--- src/rtl/display_mode_ctrl.sv ---
// Display mode sequencer: steps the pattern-generator mode on key pulses or on a
// timed auto-advance, committing the new mode only at a frame boundary.
module display_mode_ctrl #(
  parameter logic [27:0] PIXEL_FREQUENCY = 28'd108_000_000,
  parameter logic [4:0]  DELAY           = 5'd3,
  parameter logic [3:0]  NUM_MODES       = 4'd8
) (
  input  logic       clk_vga_display,
  input  logic       rst_n_display,
  input  logic       frame_start_display,
  input  logic       key_next_display,
  input  logic       key_prev_display,
  input  logic       key_pause_display,
  output logic [2:0] mode_display,
  output logic       auto_display,
  output logic       pending_display,
  output logic       sec_tick_display
);

  localparam logic [27:0] PRESC_MAX = PIXEL_FREQUENCY - 28'd1;
  localparam logic [4:0]  DWELL_MAX = DELAY - 5'd1;
  localparam logic [3:0]  NM_M1     = NUM_MODES - 4'd1;
  localparam logic [2:0]  MODE_MAX  = NM_M1[2:0];

  typedef enum logic {S_AUTO = 1'b0, S_HOLD = 1'b1} state_e;

  state_e      state_q, state_d;
  logic [27:0] presc_q, presc_d;
  logic [4:0]  dwell_q, dwell_d;
  logic [2:0]  target_q, target_d;
  logic [2:0]  mode_q, mode_d;
  logic        pending_q, pending_d;
  logic        tick_q, tick_d;
  logic        sec_evt, auto_req, enter_auto, step_up, step_dn;

  always_ff @(posedge clk_vga_display or negedge rst_n_display) begin
    if (!rst_n_display) begin
      state_q   <= S_AUTO;
      presc_q   <= '0;
      dwell_q   <= '0;
      target_q  <= '0;
      mode_q    <= '0;
      pending_q <= 1'b0;
      tick_q    <= 1'b0;
    end else begin
      state_q   <= state_d;
      presc_q   <= presc_d;
      dwell_q   <= dwell_d;
      target_q  <= target_d;
      mode_q    <= mode_d;
      pending_q <= pending_d;
      tick_q    <= tick_d;
    end
  end

  always_comb begin
    state_d = state_q;
    if (key_pause_display)
      state_d = (state_q == S_AUTO) ? S_HOLD : S_AUTO;
    enter_auto = key_pause_display && (state_q == S_HOLD);

    // The dwell counter advances on the same edge that raises sec_tick_display.
    sec_evt = (presc_q == PRESC_MAX);
    tick_d  = sec_evt;
    presc_d = sec_evt ? 28'd0 : presc_q + 28'd1;
    if (enter_auto)
      presc_d = '0;

    auto_req = (state_q == S_AUTO) && sec_evt && (dwell_q == DWELL_MAX);
    dwell_d  = dwell_q;
    if ((state_q == S_AUTO) && sec_evt)
      dwell_d = auto_req ? 5'd0 : dwell_q + 5'd1;
    if ((state_q == S_HOLD) || (state_d == S_HOLD) || key_next_display || key_prev_display)
      dwell_d = '0;

    // Keys win over the auto request; opposing keys cancel everything.
    step_up = (key_next_display && !key_prev_display) ||
              (!key_next_display && !key_prev_display && auto_req);
    step_dn = key_prev_display && !key_next_display;

    target_d = target_q;
    if (step_up)
      target_d = (target_q == MODE_MAX) ? 3'd0 : target_q + 3'd1;
    else if (step_dn)
      target_d = (target_q == 3'd0) ? MODE_MAX : target_q - 3'd1;

    // Commit uses the registered target, so a same-cycle request waits a frame.
    mode_d    = frame_start_display ? target_q : mode_q;
    pending_d = (target_d != mode_d);
  end

  assign mode_display     = mode_q;
  assign auto_display     = (state_q == S_AUTO);
  assign pending_display  = pending_q;
  assign sec_tick_display = tick_q;

endmodule

--- config.mk ---
export PLATFORM = sky130hd
export DESIGN_NAME = display_mode_ctrl
export DESIGN_NICKNAME = d
export VERILOG_FILES = /design/src/rtl/display_mode_ctrl.sv
export SDC_FILE = /design/constraint.sdc
export NUM_CORES = 1
export LEC_CHECK = 0
export CORE_ASPECT_RATIO = 0.9
export CORE_MARGIN = 5
export CORE_UTILIZATION = 59
export DETAILED_ROUTE_END_ITERATION = 12
export PLACE_DENSITY = 0.84
export RECOVER_POWER = 25
export SYNTH_ARGS = -nofsm -noshare
export SYNTH_HDL_FRONTEND = slang
export SYNTH_SLANG_ARGS = --single-unit
--- constraint.sdc ---
create_clock -name clk_vga_display -period 2.1 [get_ports clk_vga_display]
set_input_delay 0.525 -clock clk_vga_display [delete_from_list [all_inputs] [get_ports clk_vga_display]]
set_output_delay 0.525 -clock clk_vga_display [all_outputs]
set_load 0.02 [all_outputs]
==> results of run 1 <==
-- cells in the final DEF (no fill, tap or decap), types with 2 or more instances in the layout --
| master | netlist | routed |
|---|---|---|
| ha_1 | 9 | 8 |
| nand2_1 | 17 | 17 |
| or2_1 | 2 | 2 |
| nand4_1 | 10 | 10 |
| nor4b_2 | 2 | 2 |
| and3_1 | 5 | 5 |
| o21ai_0 | 3 | 3 |
| buf_4 | 1 | 22 |
| dfrtp_1 | 42 | 40 |
| nor4_2 | 0 | 2 |
| nor2_1 | 39 | 39 |
| inv_1 | 11 | 11 |
| clkdlybuf4s50_1 | 0 | 10 |
| a31oi_1 | 2 | 2 |
| nor4b_4 | 2 | 2 |
| nand4_4 | 1 | 2 |
| or3_1 | 2 | 2 |
| dfrtp_2 | 0 | 2 |
| mux2_2 | 3 | 3 |
| xor2_1 | 17 | 17 |
| nor3_1 | 4 | 3 |
| a31o_2 | 2 | 2 |
| xnor2_1 | 10 | 10 |
| clkbuf_8 | 0 | 6 |
| a21o_1 | 2 | 2 |
| nand3_1 | 12 | 11 |
| nor3_2 | 2 | 3 |
| a21oi_1 | 6 | 6 |
-- cell families (layout without fill, tap and decap cells) --
group	after synthesis	after routing	share of synthesized area
AND/OR/NAND/NOR	108	108	0.273
flip-flops	42	42	0.456
XOR/XNOR	27	27	0.102
AO/OA/AOI/OAI	22	22	0.0694
buffers and inverters	15	52	0.0277
adder cells (fa/ha/maj)	9	9	0.0488
multiplexers	5	5	0.0233
-- routing by layer --
metal,track usage,vias to the layer above,part of all wire
li1,-,864,-
met1,0.249,839,0.46
met2,0.267,31,0.48
met3,0.0403,13,0.034
met4,0.0988,0,0.028
met5,0,-,0
-- worst reg2reg max path: stages, from the launching register on --
cell	delay (ns)
dfrtp_1	0.44
nand4_1	0.27
nor4_4	0.28
buf_4	0.20
a31oi_4	0.12
nor4b_4	0.30
buf_4	0.15
nor3_2	0.04
o2111ai_2	0.17
-- power by group --
group / total [mW] / switching, mW / internal [mW]
registers: 1.04 / 0.123 / 0.918
clock network: 0.509 / 0.256 / 0.253
logic: 0.783 / 0.409 / 0.374
-- final cells by class --
type / count / area, µm²
Inverter: 11 / 41.3
Fill cell: 243 / 985
Tap cell: 46 / 57.6
Multi-Input combinational cell: 171 / 1240
Sequential cell: 42 / 1050
Timing Repair Buffer: 35 / 295
Clock buffer: 6 / 82.6
-- repair_timing --
action / in CTS / in global routing
resized for setup: 3 / 8
pin swaps: 0 / 4
setup endpoints to repair: 1 / 3
setup buffers: 0 / 9
-- per-stage QoR --
| step | hold slack [ns] | area (µm²) | TNS [ns] |
|---|---|---|---|
| after floorplan | 0.229 | 2310 | 0 |
| after global placement | 0.472 | 2570 | -0.00104 |
| after detailed placement | 0.493 | 2570 | -0.0605 |
| after CTS | 0.299 | 2670 | 0 |
| after global routing | 0.581 | 2770 | -0.0472 |
| final | 0.473 | 2770 | 0 |
-- sequential cells by signal, indices dropped and copies added (netlist names) --
signal and flops:
presc_q 28, dwell_q 5, mode_display 3, target_q 3, pending_display 1, sec_tick_display 1, state_q 1
-- worst paths after layout --
kind,to,depth (start not counted)
worst max-delay path,pending_display,8
max in group asynchronous,presc_q[16],2
min in group clk_vga_display,mode_display[0],1
worst max register to register,pending_display,8
worst min register to register,mode_display[0],1
worst min-delay path,presc_q[14],2
==> qor.yml, run 1 <==
outcome:
  status: "complete, no violations"
timing:
  period_minus_slack_ns: 2.06
  slew-limit-headroom: 0.324
  period_share: 0.981
  clock_skew_ns: 0.00362
  setup_violations: 0
  slew_violations: 0
  fmax_mhz: 486
  worst_pin_slew_ns: 1.01
  fin_ws_ns: 0.0406
  finalHoldViolations: 0
yosys:
  yosys_warnings: 0
  yosysMostFrequentCell: "dfrtp_1"
  synth-main-ff-cell: "dfrtp_1"
  synthTopCellsByCount: "dfrtp_1, nor2_1, nand2_1, xor2_1, nand3_1"
  syn_area_mm2: 0.00231
  ys_types: 41
  synth_edf_count: 0
  yosysTopAreaCellShare: 0.456
  synth-seq-cells: 42
  syn_inst: 228
  synth_top_area_cell: "dfrtp_1"
  avgSynthCellArea_um2: 10.1
  synth_area_leaders: "dfrtp_1, xor2_1, nor2_1, ha_1, xnor2_1"
  syn-num-nets: 243
  async_flop_share: 1.00
  ys_seq_area_frac: 0.456
pwr:
  peakVddDrop_uv: 733
  cellLeakagePower_nw: 1.26
  power_mw: 2.33
  powerDensity_mw_per_mm2: 841
final_layout:
  final_util: 0.738
  n_antenna_cell: 0
  synthToLayoutAreaGrowth_pct: 20.2
  drive_gt1_frac: 0.219
  fin_nets: 281
  final_cell_count_no_fill: 311
floorplan:
  initial_utilization: 0.614
  die_x_um: 75.9
  coreArea_mm2: 0.00376
  io_pins: 12
  num_rows: 21
  die_area_mm2: 0.00526
  die-height_um: 69.3
grt:
  first_global_vias: 1656
  grt_pass1_wl_mm: 7.89
  grt_max_degree: 43
  antenna_found_initial: 0
  grtUsageTotal: 0.182
  grt_overflow: 0
worst_setup_path:
  crit_buf_inv: 2
  slowest_stage: "dfrtp_1"
  path_max_fanout: 6
  crit_chain: "nand4_1 -> nor4_4 -> buf_4 -> a31oi_4 -> nor4b_4 -> buf_4 -> nor3_2 -> o2111ai_2"
  crit_path_end_kind: "flop"
  worstSetupPathType: "flop to flop"
  r2r-start: "presc_q[21]"
  r2r_slack_ns: 0.04
  startpoint: "presc_q[21]"
  worstPathArrival_ns: 2.27
  slowest_delay_ns: 0.44
  startpoint_type: "flop"
  crit_top_cell: "buf_4"
  cpLargestDelayFamily: "simple AND/OR/NAND/NOR gates"
  cp.required_ns: 2.31
clock_tree:
  cts_tree: "yes"
  htreeDepth: 2
  path_clk_slew_ns: 0.07
  insertion_delay_ns: 0.29
  hold_buffers: 0
  cts-root-buf: "clkbuf_8"
  cts_inserted_buffers: 5
  cts_max_path_buffers: 2
  clkSinkCount: 42
place:
  port_buffers: 11
  place_inst: 296
  place_congestion: 0.815
  hpwl_mm: 3.09
  dp_slack_ns: -0.0605
worst_hold_path:
  holdCritPathClass: "input pin to asynchronous set/reset pin"
routing:
  drc: 0
  drtIter0Drc: 153
  detail_route.first_pass.iterations: 4
  viasPerCell: 5.62
  post_drt_wl_per_cell_um: 15.0
  via_count: 1747
  ant_nets: 0
  routed_wl_mm: 4.67
run:
  cap_violations: 0
Note: power is estimated with default switching activity, not from simulation.
==> run 2: changes to the inputs <==
--- a/config.mk
+++ b/config.mk
@@ -7,10 +7,12 @@
 export LEC_CHECK = 0
 export CORE_ASPECT_RATIO = 0.9
 export CORE_MARGIN = 5
-export CORE_UTILIZATION = 59
+export CORE_UTILIZATION = 49
+export CTS_CLUSTER_SIZE = 28
 export DETAILED_ROUTE_END_ITERATION = 12
-export PLACE_DENSITY = 0.84
+export PLACE_DENSITY = 0.72
 export RECOVER_POWER = 25
+export SETUP_SLACK_MARGIN = 0.5
 export SYNTH_ARGS = -nofsm -noshare
 export SYNTH_HDL_FRONTEND = slang
 export SYNTH_SLANG_ARGS = --single-unit
==> run 2 against run 1 <==
Maximum frequency grew 9.1%. Critical path depth is the same. Final area grew 8.3%. Largest power group unchanged.
==> qor.yml, run 2 (synthesized netlist as in run 1, its figures left out) <==
outcome:
  status: "complete, no violations"
grt:
  first_global_vias: 1687  # +1.9%
  grt_overflow: 0  # unchanged
  grt_pass1_wl_mm: 7.85  # -0.43%
  antenna_found_initial: 0  # unchanged
  grt_max_degree: 32  # -26%
  grtUsageTotal: 0.165  # -0.0167
final_layout:
  layout_commonest_cell: "dfrtp_1"
  largest_reg_flops: 28  # unchanged
  top_regs: "presc_q x28, dwell_q x5"
  regMostFlops: "presc_q"
  register_area_mm2: 0.00106  # +0.24%
  multi_input_area_mm2: 0.00136  # +9.7%
  n_antenna_cell: 0  # unchanged
  synthToLayoutAreaGrowth_pct: 30.2
  drive_gt1_frac: 0.310  # +0.0916
  stdcell_area_mm2: 0.00300  # +8.3%
  num-fill-cells: 355  # +46%
  final_cell_count_no_fill: 339  # +9.0%
  fin_nets: 291  # +3.6%
  layout_common_cells: "dfrtp_1, nor2_1, buf_4"
place:
  hpwl_mm: 3.10  # +0.41%
  port_buffers: 11  # unchanged
  place_congestion: 0.863  # +5.9%
  place_inst: 312  # +5.4%
  dpl-instance-area_mm2: 0.00261  # +1.6%
pwr:
  switching_power_uw: 852  # +8.1%
  p_seq_frac: 0.429  # -0.017
  cellLeakagePower_nw: 1.33  # +6.1%
  powerDensity_mw_per_mm2: 817  # -2.9%
  combPwrFrac: 0.348  # +0.012
  switching_share: 0.347  # +0.00938
  peakVddDrop_uv: 480  # -35%
  p_clk_frac: 0.222  # +0.004
  power.internal_mw: 1.60  # +3.7%
clock_tree:
  insertion_delay_ns: 0.30  # about the same
  htreeDepth: 2  # unchanged
  cts_tree: "yes"
  cts_inserted_buffers: 5  # unchanged
  cts-root-buf: "clkbuf_8"
  hold_buffers: 0  # unchanged
  path_clk_slew_ns: 0.08  # about the same
  cts_max_path_buffers: 2  # unchanged
  clkSinkCount: 42  # unchanged
worst_setup_path:
  cp.required_ns: 2.32  # about the same
  worstSetupPathType: "flop to flop"
  path_max_fanout: 5  # -1
  crit_path_end_kind: "flop"
  startpoint_type: "flop"
  worstPathArrival_ns: 2.11  # -0.16 ns
routing:
  viasPerCell: 5.33  # -5.1%
  routed_wl_mm: 4.89  # +4.6%
  post_drt_wl_per_cell_um: 14.4  # -4.0%
  drc: 0  # unchanged
  via_count: 1808  # +3.5%
  ant_nets: 0  # unchanged
  drtIter0Drc: 66  # -57%
  detail_route.first_pass.iterations: 4  # unchanged
timing:
  setup-tns-final_ns: 0  # unchanged
  slew-limit-headroom: 0.543  # +0.219
  clock_skew_ns: 0.00604  # +0.00242 ns
  fmax_mhz: 530  # +9.1%
  slew_violations: 0  # unchanged
  rsz0062_at_grt: "yes"
  finalHoldViolations: 0  # unchanged
  worst_pin_slew_ns: 0.686  # -0.329 ns
  setup_violations: 0  # unchanged
  period_minus_slack_ns: 1.89  # -0.172 ns
  period_share: 0.899  # -0.0819
  whs_ns: 0.268  # -0.206 ns
floorplan:
  die_x_um: 82.3  # +8.5%
  num_rows: 23  # +9.5%
  die_area_mm2: 0.00618  # +17%
  coreArea_mm2: 0.00452  # +20%
  die-height_um: 75.1  # +8.3%
  initial_utilization: 0.511  # -0.103
  io_pins: 12  # unchanged
worst_hold_path:
  holdCritPathClass: "input pin to asynchronous set/reset pin"
run:
  cap_violations: 0  # unchanged
-- run 2: worst max-delay path: stages (launching register included) --
cell      delay, ns
dfrtp_1        0.40
ha_4           0.17
nand3_4        0.10
and4bb_4       0.41
buf_4          0.14
buf_4          0.11
nand2_1        0.05
or3_1          0.30
a21oi_1        0.13
-- run 2: layout make-up --
| type | count | area share |
|---|---|---|
| Clock buffer | 6 | 0.0275 |
| Clock inverter | 2 | 0.00417 |
| Inverter | 11 | 0.0138 |
| Multi-Input combinational cell | 171 | 0.454 |
| Sequential cell | 42 | 0.352 |
| Tap cell | 62 | 0.0258 |
| Timing Repair Buffer | 45 | 0.123 |
-- run 2: routing by layer --
layer  track usage  share of wire  vias up
met5             0              0        -
met4        0.0572          0.011        0
met3        0.0359          0.034        4
met2         0.256           0.48       34
met1         0.230           0.47      876
li1              -              -      894
-- run 2: power groups by stage --
stage / registers, mW / clock network, mW / logic [mW]
finish: 1.05 / 0.545 / 0.855
global route: 1.06 / 0.593 / 0.932
CTS: 1.04 / 0.554 / 0.765
detailed placement: 1.05 / 0 / 0.715
global placement: 1.05 / 0 / 0.708
floorplan: 1.07 / 0 / 0.488
-- run 2: what timing repair did --
item	CTS	global route
gates resized for setup	21	21
setup buffers	11	7
gates cloned	1	0
setup endpoints to repair	42	37
pin swaps	8	8
-- run 2: metrics by stage --
stage | power (mW) | setup slack (ns) | util
6_report | 2.45 | 0.213 | 0.665
5_1_grt | 2.59 | 0.0905 | 0.665
4_1_cts | 2.35 | 0.206 | 0.633
3_5_place_dp | 1.77 | -0.0166 | 0.578
3_3_place_gp | 1.76 | -0.00306 | 0.578
2_1_floorplan | 1.56 | 0.255 | -
-- run 2: worst paths after layout --
check | start | end | slack, ns | cells past startpoint
setup / recovery | presc_q[1] | dwell_q[0] | 0.21 | 8
hold / removal | rst_n_display | presc_q[27] | 0.27 | 1
setup reg to reg | presc_q[1] | dwell_q[0] | 0.21 | 8
hold reg to reg | mode_display[0] | mode_display[0] | 0.55 | 1
max in group asynchronous | rst_n_display | presc_q[13] | 1.24 | 2
min in group clk_vga_display | mode_display[0] | mode_display[0] | 0.55 | 1
==> run 3: changes to the inputs <==
--- a/config.mk
+++ b/config.mk
@@ -8,6 +8,7 @@
 export CORE_ASPECT_RATIO = 0.9
 export CORE_MARGIN = 5
 export CORE_UTILIZATION = 49
+export CTS_CLUSTER_DIAMETER = 200
 export CTS_CLUSTER_SIZE = 28
 export DETAILED_ROUTE_END_ITERATION = 12
 export PLACE_DENSITY = 0.72
@@ -16,3 +17,4 @@
 export SYNTH_ARGS = -nofsm -noshare
 export SYNTH_HDL_FRONTEND = slang
 export SYNTH_SLANG_ARGS = --single-unit
+export TNS_END_PERCENT = 1
==> run 3 against run 2 <==
Wire length rose by 0.98%. Sequential power barely moved. Combinational power rose by 8.4%. Critical endpoint is now presc_q[25].
==> qor.yml, run 3 (synthesized netlist as in run 1, its figures left out) <==
outcome:
  status: "complete, no violations"
grt:
  grt_pass1_wl_mm: 8.56  # +9.0%
  first_global_vias: 1905  # +13%
  antenna_found_initial: 0  # unchanged
  grtUsageTotal: 0.182  # +0.0164
  grt_overflow: 0  # unchanged
  grt_max_degree: 43  # +34%
clock_tree:
  path_clk_slew_ns: 0.08  # about the same
  hold_buffers: 0  # unchanged
  cts_max_path_buffers: 2  # unchanged
  cts_inserted_buffers: 5  # unchanged
  cts_tree: "yes"
  htreeDepth: 2  # unchanged
  clkSinkCount: 42  # unchanged
  insertion_delay_ns: 0.29  # about the same
  cts-root-buf: "clkbuf_8"
final_layout:
  drive_gt1_frac: 0.269  # -0.0417
  layout_commonest_cell: "dfrtp_1"
  n_antenna_cell: 0  # unchanged
  final_util: 0.648  # -0.0166
  multi_input_area_mm2: 0.00129  # -5.5%
  synthToLayoutAreaGrowth_pct: 26.9
  num-fill-cells: 361  # +1.7%
  final_cell_count_no_fill: 341  # +0.59%
  top_regs: "presc_q x28, dwell_q x5"
  largest_reg_flops: 28  # unchanged
  stdcell_area_mm2: 0.00293  # -2.5%
  regMostFlops: "presc_q"
  fin_nets: 294  # +1.0%
  layout_common_cells: "dfrtp_1, nor2_1, buf_4"
  register_area_mm2: 0.00105  # -0.24%
floorplan:
  initial_utilization: 0.511  # unchanged
  io_pins: 12  # unchanged
  coreArea_mm2: 0.00452  # unchanged
  num_rows: 23  # unchanged
  die_area_mm2: 0.00618  # unchanged
  die-height_um: 75.1  # unchanged
  die_x_um: 82.3  # unchanged
pwr:
  powerDensity_mw_per_mm2: 844  # +3.2%
  cellLeakagePower_nw: 1.32  # -0.86%
  switching_power_uw: 858  # +0.78%
  combPwrFrac: 0.375  # +0.027
  p_seq_frac: 0.427  # -0.002
  p_clk_frac: 0.197  # -0.025
  power.internal_mw: 1.61  # +0.54%
  switching_share: 0.347  # +0.000538
  peakVddDrop_uv: 620  # +29%
routing:
  post_drt_wl_per_cell_um: 14.5  # +0.39%
  ant_nets: 0  # unchanged
  detail_route.first_pass.iterations: 4  # unchanged
  via_count: 1829  # +1.2%
  drc: 0  # unchanged
  routed_wl_mm: 4.94  # +0.98%
  drtIter0Drc: 51  # -23%
  viasPerCell: 5.36  # +0.57%
place:
  place_inst: 315  # +0.96%
  port_buffers: 11  # unchanged
  hpwl_mm: 3.23  # +4.1%
  dpl-instance-area_mm2: 0.00264  # +1.2%
  place_congestion: 0.886  # +2.7%
worst_setup_path:
  slowest_delay_ns: 0.45  # +0.04 ns
  r2r-start: "presc_q[4]"
  reg2reg_depth: 6  # -2
  worstSetupPathType: "flop to flop"
  cpLargestDelayFamily: "simple AND/OR/NAND/NOR gates"
  r2r_slack_ns: 0.20  # -0.02 ns
  crit_chain: "nand4_2 -> buf_4 -> nor3_2 -> nand3_1 -> or3_1 -> a21oi_1"
  crit_cells: 6  # -2
  crit_path_end_kind: "flop"
  slowest_stage: "dfrtp_1"
  cp.required_ns: 2.30  # -0.02 ns
  reg2reg_to: "presc_q[25]"
  worstPathArrival_ns: 2.11  # about the same
  path_max_fanout: 5  # unchanged
  startpoint_type: "flop"
  crit_buf_inv: 1  # -1
timing:
  clock_skew_ns: 0.0109  # +0.00489 ns
  setup_violations: 0  # unchanged
  finalHoldViolations: 0  # unchanged
  fmax_mhz: 525  # -0.91%
  period_share: 0.907  # +0.00823
  period_minus_slack_ns: 1.90  # +0.0173 ns
  rsz0062_at_grt: "yes"
  slew_violations: 0  # unchanged
  slew-limit-headroom: 0.322  # -0.221
  worst_pin_slew_ns: 1.02  # +0.331 ns
worst_hold_path:
  holdCritPathClass: "input pin to asynchronous set/reset pin"
run:
  cap_violations: 0  # unchanged
## run 3: worst reg2reg max path: stages (launching register included)
cell and delay [ns]:
dfrtp_1 0.45, nand4_2 0.16, buf_4 0.18, nor3_2 0.24, nand3_1 0.23, or3_1 0.38
a21oi_1 0.18
## run 3: what timing repair did
action	CTS	global route
endpoints found under the hold margin	0	0
pin swaps	9	4
gates resized for setup	8	9
setup buffers	15	4
endpoints found under the setup margin	42	42
## run 3: metal layers
metal	up-vias	wire, µm	GRT usage
met1	900	2340	0.234
met4	0	80	0.0701
met5	-	0	0
met2	31	2420	0.306
met3	7	98	0.0311
li1	891	-	-
## run 3: power by group through the flow
stage	Clock, mW	Combinational, mW	Sequential (mW)
after floorplan	0	0.463	1.06
after global placement	0	0.723	1.05
after detailed placement	0	0.738	1.05
after CTS	0.507	0.847	1.04
after global routing	0.540	1.02	1.07
final	0.488	0.927	1.06
## run 3: worst max path at each step
stage,start,endpoint,slack [ns]
2_1_floorplan,presc_q[0],pending_display,0.25
3_3_place_gp,key_prev_display,pending_display,0.03
3_5_place_dp,key_prev_display,pending_display,-0.02
4_1_cts,presc_q[27],pending_display,0.16
5_1_grt,presc_q[4],presc_q[25],0.11
6_report,presc_q[4],presc_q[25],0.20
## run 3: cell type report
cell class                      instances  area share
Inverter                               11      0.0141
Clock buffer                            7      0.0261
Timing Repair Buffer                   48       0.134
Sequential cell                        42       0.360
Tap cell                               62      0.0265
Multi-Input combinational cell        171       0.440
## run 3: stage by stage
step | hold WS (ns) | power, mW | setup slack (ns) | TNS (ns)
after floorplan | 0.229 | 1.53 | 0.253 | 0
after global placement | 0.477 | 1.77 | 0.0294 | 0
after detailed placement | 0.484 | 1.79 | -0.0237 | -0.0237
after CTS | 0.192 | 2.40 | 0.157 | 0
after global routing | 0.588 | 2.63 | 0.114 | 0
final | 0.478 | 2.47 | 0.195 | 0
